$ cat src/rtl/fetch_pkg.sv
// Shared types for the MIPS instruction-fetch stage: FSM states, the IF/ID
// register layout and the bubble constant.
package fetch_pkg;

    typedef enum logic [1:0] {
        IDLE = 2'd0,
        WAIT = 2'd1,
        HOLD = 2'd2
    } fetch_state_t;

    localparam logic [31:0] NOP_INSTR = 32'h0000_0000;

    // IF/ID payload; also the layout of the one-entry hold buffer.
    typedef struct packed {
        logic [31:0] instr;
        logic [31:0] pc_plus4;
        logic        valid;
    } if_id_t;

    function automatic if_id_t bubble();
        if_id_t b;
        b.instr    = NOP_INSTR;
        b.pc_plus4 = 32'h0000_0000;
        b.valid    = 1'b0;
        return b;
    endfunction

endpackage

$ cat src/rtl/fetch_stage_if.sv
// Instruction-memory request/response bus between the fetch stage (master)
// and the instruction memory (slave).
interface fetch_stage_if #(
    parameter int ADDR_W  = 32,
    parameter int INSTR_W = 32
);
    logic               imem_req;
    logic [ADDR_W-1:0]  imem_addr;
    logic               imem_rvalid;
    logic [INSTR_W-1:0] imem_rdata;

    modport master (
        output imem_req,
        output imem_addr,
        input  imem_rvalid,
        input  imem_rdata
    );

    modport slave (
        input  imem_req,
        input  imem_addr,
        output imem_rvalid,
        output imem_rdata
    );
endinterface

$ cat src/rtl/fetch_stage.sv
// Instruction-fetch stage: owns the PC, issues one outstanding imem request at
// a time, and owns the IF/ID register plus a one-entry hold buffer.
module fetch_stage
    import fetch_pkg::*;
#(
    parameter int               ADDR_W   = 32,
    parameter int               INSTR_W  = 32,
    parameter logic [ADDR_W-1:0] RESET_PC = '0
) (
    input  logic               clk,
    input  logic               rst_n,
    input  logic               PCWrite,
    input  logic               IF_IDWrite,
    input  logic               IF_Flush,
    input  logic [ADDR_W-1:0]  branch_target,
    fetch_stage_if.master      imem,
    output logic [INSTR_W-1:0] IF_ID_Instr,
    output logic [ADDR_W-1:0]  IF_ID_PCPlus4,
    output logic               IF_ID_Valid
);

    localparam logic [1:0] S_IDLE = IDLE;
    localparam logic [1:0] S_WAIT = WAIT;
    localparam logic [1:0] S_HOLD = HOLD;

    logic [1:0]        stateReg,   stateNext;
    logic [ADDR_W-1:0] pcReg,      pcNext;
    logic [ADDR_W-1:0] reqAddrReg, reqAddrNext;
    logic              killReg,    killNext;
    if_id_t            holdReg,    holdNext;
    if_id_t            ifIdReg,    ifIdNext;

    logic [ADDR_W-1:0] pcPlus4;
    logic              accept;
    if_id_t            fetched;

    assign pcPlus4 = pcReg + ADDR_W'(4);
    assign accept  = (stateReg == S_WAIT) && imem.imem_rvalid;

    always_comb begin
        fetched          = bubble();
        fetched.instr    = imem.imem_rdata;
        fetched.pc_plus4 = pcPlus4;
        fetched.valid    = 1'b1;
    end

    always_comb begin
        stateNext   = stateReg;
        pcNext      = pcReg;
        reqAddrNext = reqAddrReg;
        killNext    = killReg;
        holdNext    = holdReg;
        ifIdNext    = ifIdReg;

        if (IF_Flush) begin
            pcNext    = branch_target;
            ifIdNext  = bubble();
            holdNext  = bubble();
            stateNext = S_WAIT;
            // A request still in flight must finish on the bus with its
            // original address; remember that address and drop its data.
            if ((stateReg == S_WAIT) && !accept) begin
                killNext = 1'b1;
                if (!killReg) begin
                    reqAddrNext = pcReg;
                end
            end else begin
                killNext = 1'b0;
            end
        end else begin
            case (stateReg)
                S_IDLE: begin
                    stateNext = S_WAIT;
                end
                S_WAIT: begin
                    if (accept) begin
                        if (killReg) begin
                            killNext = 1'b0;
                            if (IF_IDWrite) begin
                                ifIdNext = bubble();
                            end
                        end else if (IF_IDWrite) begin
                            ifIdNext = fetched;
                            if (PCWrite) begin
                                pcNext = pcPlus4;
                            end
                        end else begin
                            holdNext  = fetched;
                            stateNext = S_HOLD;
                        end
                    end else if (IF_IDWrite) begin
                        ifIdNext = bubble();
                    end
                end
                S_HOLD: begin
                    // PCWrite without IF_IDWrite is treated as a full stall.
                    if (IF_IDWrite) begin
                        ifIdNext  = holdReg;
                        stateNext = S_WAIT;
                        if (PCWrite) begin
                            pcNext = pcPlus4;
                        end
                    end
                end
                default: begin
                    stateNext = S_IDLE;
                end
            endcase
        end
    end

    always_ff @(posedge clk or negedge rst_n) begin
        if (!rst_n) begin
            stateReg   <= S_IDLE;
            pcReg      <= RESET_PC;
            reqAddrReg <= '0;
            killReg    <= 1'b0;
            holdReg    <= bubble();
            ifIdReg    <= bubble();
        end else begin
            stateReg   <= stateNext;
            pcReg      <= pcNext;
            reqAddrReg <= reqAddrNext;
            killReg    <= killNext;
            holdReg    <= holdNext;
            ifIdReg    <= ifIdNext;
        end
    end

    assign imem.imem_req  = (stateReg == S_WAIT);
    assign imem.imem_addr = killReg ? reqAddrReg : pcReg;

    assign IF_ID_Instr   = ifIdReg.instr;
    assign IF_ID_PCPlus4 = ifIdReg.pc_plus4;
    assign IF_ID_Valid   = ifIdReg.valid;

endmodule

$ cat src/flat_wrapper.sv
// flat-port wrapper written by rule: the top's interface ports become plain ports
module fetch_stage_flat import fetch_pkg::*;
#(
    parameter int               ADDR_W   = 32,
    parameter int               INSTR_W  = 32,
    parameter logic [ADDR_W-1:0] RESET_PC = '0
)
  (clk, rst_n, PCWrite, IF_IDWrite, IF_Flush, branch_target, IF_ID_Instr, IF_ID_PCPlus4, IF_ID_Valid, imem_imem_req, imem_imem_addr, imem_imem_rvalid, imem_imem_rdata);
  fetch_stage_if #(.ADDR_W(ADDR_W), .INSTR_W(INSTR_W)) imem_i ();
  input  logic clk;
  input  logic rst_n;
  input  logic PCWrite;
  input  logic IF_IDWrite;
  input  logic IF_Flush;
  input  logic [ADDR_W-1:0] branch_target;
  output logic [INSTR_W-1:0] IF_ID_Instr;
  output logic [ADDR_W-1:0] IF_ID_PCPlus4;
  output logic IF_ID_Valid;
  output wire logic [$bits(imem_i.imem_req)-1:0] imem_imem_req;
  output wire logic [$bits(imem_i.imem_addr)-1:0] imem_imem_addr;
  input wire logic [$bits(imem_i.imem_rvalid)-1:0] imem_imem_rvalid;
  input wire logic [$bits(imem_i.imem_rdata)-1:0] imem_imem_rdata;
  assign imem_imem_req = imem_i.imem_req;
  assign imem_imem_addr = imem_i.imem_addr;
  assign imem_i.imem_rvalid = imem_imem_rvalid;
  assign imem_i.imem_rdata = imem_imem_rdata;
  fetch_stage #(.ADDR_W(ADDR_W), .INSTR_W(INSTR_W), .RESET_PC(RESET_PC)) u_core (.clk(clk), .rst_n(rst_n), .PCWrite(PCWrite), .IF_IDWrite(IF_IDWrite), .IF_Flush(IF_Flush), .branch_target(branch_target), .imem(imem_i), .IF_ID_Instr(IF_ID_Instr), .IF_ID_PCPlus4(IF_ID_PCPlus4), .IF_ID_Valid(IF_ID_Valid));
endmodule
$ cat config.mk
export PLATFORM = sky130hd
export DESIGN_NAME = fetch_stage_flat
export DESIGN_NICKNAME = d
export VERILOG_FILES = /design/src/rtl/fetch_pkg.sv /design/src/rtl/fetch_stage_if.sv /design/src/rtl/fetch_stage.sv /design/src/flat_wrapper.sv
export SDC_FILE = /design/constraint.sdc
export NUM_CORES = 1
export LEC_CHECK = 0
export ABC_AREA = 1
export CAP_MARGIN = 20
export CORE_ASPECT_RATIO = 1.1
export CORE_MARGIN = 5
export CORE_UTILIZATION = 49
export DETAILED_ROUTE_END_ITERATION = 10
export PLACE_DENSITY = 0.74
export SETUP_SLACK_MARGIN = 0.5
export SYNTH_ARGS = -nofsm -noshare
export SYNTH_HDL_FRONTEND = slang
export SYNTH_SLANG_ARGS = --single-unit
$ cat constraint.sdc
create_clock -name clk -period 1.8 [get_ports clk]
set_clock_uncertainty 0.2 [all_clocks]
set_input_delay 0.54 -clock clk [delete_from_list [all_inputs] [get_ports clk]]
set_output_delay 0.54 -clock clk [all_outputs]
set_load 0.02 [all_outputs]
-- Word-level counts from Yosys, hierarchy flattened
Cells that the tools add are included.
- $add $sub $neg: 1
- eq/ne operators: 9
- multiplexer cells: 29
- reduce and logical (&&, ||, !) cells: 13
- operator list (operator ; number):
    two-way mux 65 bit ; 11
    two-way mux 32 bit ; 6
    case mux 65 bit (2 select lines) ; 1
    case mux 32 bit (2 select lines) ; 1
    adder 32 x 3 -> 32 bit, second input constant ; 1
    two-way mux 2 bit ; 5
    != test 3 bit, second input constant ; 3
    AND reduction 4 bit ; 2
    case mux 2 bit (3 select lines) ; 1
    AND reduction 3 bit ; 2
    != test 5 x 4 -> 1 bit, second input constant ; 1
    two-way mux 1 bit ; 4
    AND reduction 2 bit ; 2
    nonzero test 2 bit ; 2
    != test 3 x 2 -> 1 bit, second input constant ; 1
    nonzero test 3 bit ; 1
    == test 2 x 1 -> 1 bit, second input constant ; 1
    == test 2 bit, second input constant ; 1
    logical AND 1 bit ; 2
    zero test 2 bit ; 1
    != test 2 x 1 -> 1 bit, second input constant ; 1
    != test 2 bit, second input constant ; 1
    zero test 1 bit ; 1
- register bits after elaboration: 197
- input bits: 70
- output and inout port bits: 98
- word-level logic and storage cells: 62

-- Depth between registers and ports, before layout
- word-level depth: 7
- gate-level depth with buffers: 12

-- Worst setup path after synthesis
OpenSTA, ideal clock, no wires.
- kind: register to output
- from: register u_core.killReg
- to: output imem_imem_addr[21]
- data arrival time: 1208 ps
- path slack: -148 ps
- cell stages (with the launch flop): 4
- cell sequence: dfrtp_1 -> buf_2 -> clkbuf_1 -> o21ai_0
- longest elaborated chain between the ends: 1
- RTL lines (element ; line ; RTL):
    from (decl) ; fetch_stage.sv:29 ; logic killReg, killNext;
    from (signal assigned) ; fetch_stage.sv:124 ; killReg <= killNext;
    two-way mux 32 bit ; fetch_stage.sv:131 ; assign imem.imem_addr = killReg ? reqAddrReg : pcReg;
    to (decl) ; flat_wrapper.sv:20 ; output wire logic [$bits(imem_i.imem_addr)-1:0] imem_imem_addr;
Every way passes these cells.

-- Worst setup path after layout
- from: register u_core.killReg
- to: output imem_imem_addr[15]
The elaborated chain is that of the path after synthesis.

==> results_dict.tcl <==
set metrics [dict create \
    outcome "finished, violations left" \
    violations "negative hold slack, negative setup slack" \
    synth_area_leader_cell "dfrtp_1" \
    setup_viol 226 \
    die_w_um 146 \
    routed_wl_um 35300 \
    gp_congestion 0.919 \
    ys_seq_elements 197 \
    power.total_mw 16.7 \
    drtPass1Iterations 6 \
    cts_tree "built" \
    path_buf_inv 3 \
    drc 0 \
    slowest_delay_ps 510 \
    worstMarginPinSlew_ps 414 \
    cp_slowest_cell "dfrtp_4" \
    holdWs_ps -188 \
    port_buffers 167 \
    final_layout_size_suffix_gt1_frac 0.313 \
    fmax_ghz 0.431 \
    rows 54 \
    ant_nets 0 \
    r2r_start "u_core.killReg" \
    hold_class "in -> async" \
    grtUsageTotal 0.295 \
    cp_cell_sequence "buf_12, clkbuf_16, o21ai_4, buf_6" \
    crit_cells 4 \
    drtIter0Drc 888 \
    cellLeakagePower_nw 7.50 \
    netlist_area_mm2 0.0100 \
    initial_utilization 0.501 \
    synth_area_per_cell_um2 7.72 \
    r2r_end "u_core.stateReg[0]" \
    ys_top_cells_by_area "dfrtp_1 (49%), nand2_1 (17%), o21ai_0 (6.1%)" \
    hold_viol 30 \
    dieArea_mm2 0.0234 \
    vias_per_cell 5.65 \
    ir_worst_vdd_mv 0.787 \
    ctsRootBufferMaster "clkbuf_16" \
    crit_path_max_fanout 8 \
    antenna_cells 0 \
    final_nets 1712 \
    synth_cell_types 31 \
    ys_seq_area_frac 0.492 \
    r2r_cells 11 \
    numCtsBuffers 17 \
    ios 168 \
    yosys_warnings 0 \
    clk_pin_slew_ps 80 \
    period_share 1.29 \
    antenna_found_initial 0 \
    crit_type "reg -> out" \
    synth_edf_count 0 \
    relSlewSlack 0.724 \
    synthCells 1297 \
    fp.dieH_um 160 \
    cts_sinks 197 \
    rrSetupSlack_ps -380 \
    grt_overflow 0 \
    clk_latency_ps 450 \
    arrival_ps 1580 \
    final_cell_area_mm2 0.0154 \
    crit_path_end_kind "output pin" \
    rsz0062_at_grt "true" \
    post_dp_cell_area_mm2 0.0135 \
    grt_max_degree 95 \
    dp_hpwl_um 23400 \
    async_flop_share 1.00 \
    period_minus_slack_ps 2320 \
    yosys_most_used_dff "dfrtp_1" \
    cts_buffer_depth 2 \
    synth_fp_nets 1368 \
    timing.final.ws_setup_ps -521 \
    fp.coreArea_mm2 0.0200 \
    fin_util 0.768 \
    synth_top_area_share 0.492 \
    cpLargestDelayFamily "flip-flops" \
    p_per_area_mw_per_mm2 1090 \
    startpoint_type "flip-flop" \
    first_global_vias 10505 \
    avgRoutedWirePerCell_um 18.5 \
    vias 10767 \
    area_growth_pct 53.3 \
    grt_pass1_wl_um 56000 \
    critical_path_required_ps 1060 \
    h-tree-depth 4 \
    drv_slew 0 \
    maxCapViolations 0 \
]
-- synthesized netlist by cell type (20+ instances only) --
cell and n:
mux2_2 28, inv_1 63, dfrtp_1 197, o22ai_1 20, nand2_1 461, nand3_1 85, o211ai_1 38, o21ai_0 123
a21oi_1 72, buf_2 22, nor2_1 104, clkbuf_1 41
-- worst reg2reg max path, cell delays in order, from the launching register on --
cell	delay (ps)
dfrtp_4	450
buf_6	160
inv_4	60
buf_4	130
nand3_4	130
nor2_4	60
buf_4	140
nor2_4	140
buf_8	160
inv_4	60
buf_12	140
o21ai_0	250
-- routing by layer --
metal / wire length (µm) / part of all wire / global-route usage / up-vias
met3: 2370 / 0.067 / 0.0451 / 78
met2: 17700 / 0.50 / 0.501 / 511
met4: 1040 / 0.030 / 0.103 / 0
li1: - / - / - / 4949
met5: 0 / 0 / 0 / -
met1: 14200 / 0.40 / 0.386 / 5229
-- cell usage in the layout (no fill, tap or decap), types with 3 or more instances in the layout --
cell type        instances
buf_16                   4
inv_6                    4
buf_6                   92
a22oi_1                  3
o22ai_1                 20
buf_12                  27
nor2_1                  92
nand2_4                 14
nand3_1                 81
dfrtp_1                196
inv_1                   57
inv_8                    5
a21oi_1                 57
o21ai_0                 73
nor2_4                   9
buf_4                  197
o21ai_4                 30
a21oi_2                 13
o21ai_1                 21
nand2_2                 28
a31oi_1                  4
clkbuf_16               21
nor2_2                   8
nand3_2                  3
xor2_1                   3
o211ai_1                38
mux2_2                  28
clkdlybuf4s50_1         67
inv_4                    5
inv_2                    7
nand2_1                419
-- report_power, final --
group / switching (mW) / internal (mW) / total (mW)
Sequential: 0.600 / 5.26 / 5.86
Clock: 2.05 / 1.89 / 3.94
Combinational: 3.61 / 3.28 / 6.89
Total: 6.26 / 10.4 / 16.7
-- what timing repair did --
| item | CTS | global route |
|---|---|---|
| gates cloned | 6 | 4 |
| resized for setup | 623 | 56 |
| setup endpoints to repair | 293 | 293 |
| endpoints found under the hold margin | 30 | 30 |
| setup buffers | 61 | 9 |
| pin swaps | 4 | 10 |
-- metrics by stage --
stage / cells / setup TNS (ps) / setup slack (ps)
global route: 1906 / -74580 / -556
finish: 1906 / -60770 / -521
detailed placement: 1794 / -116500 / -614
CTS: 1893 / -50450 / -515
global placement: 1794 / -110840 / -553
floorplan: 1297 / -3110 / -66.1
-- flip-flops by register name, summed over array words and instances, names as in the netlist --
name / cells
u_core.reqAddrReg: 32
u_core.IF_ID_Valid: 1
u_core.IF_ID_PCPlus4: 32
u_core.killReg: 1
u_core.IF_ID_Instr: 32
u_core.holdReg: 65
u_core.pcReg: 32
u_core.stateReg: 2
-- worst max path at each step --
stage,from,endpoint
after global placement,imem_imem_rvalid,u_core.IF_ID_Instr[18]
after detailed placement,imem_imem_rvalid,u_core.IF_ID_PCPlus4[19]
after floorplan,u_core.stateReg[0],u_core.IF_ID_Instr[10]
after global routing,u_core.killReg,imem_imem_addr[15]
final,u_core.killReg,imem_imem_addr[15]
after CTS,u_core.killReg,imem_imem_addr[14]
-- layout make-up --
| type | count | area, µm² |
|---|---|---|
| well taps | 252 | 315 |
| clock inverters | 15 | 171 |
| flip-flops and latches | 197 | 4930 |
| inverters | 71 | 284 |
| repair buffers | 397 | 4050 |
| fillers | 1372 | 4650 |
| multi-input cells | 957 | 5170 |
| clock buffers | 17 | 425 |
-- logic make-up (layout without fill, tap and decap cells) --
logic type | count (synthesis) | after routing | synth area share
flip-flops | 197 | 197 | 0.492
AND/OR/NAND/NOR | 660 | 660 | 0.264
buffers and inverters | 143 | 500 | 0.0612
adder cells (fa/ha/maj) | 1 | 1 | 0.00125
multiplexers | 30 | 30 | 0.0337
XOR/XNOR | 5 | 5 | 0.00437
AO/OA/AOI/OAI | 261 | 261 | 0.144
(Power assumes the default switching activity.)
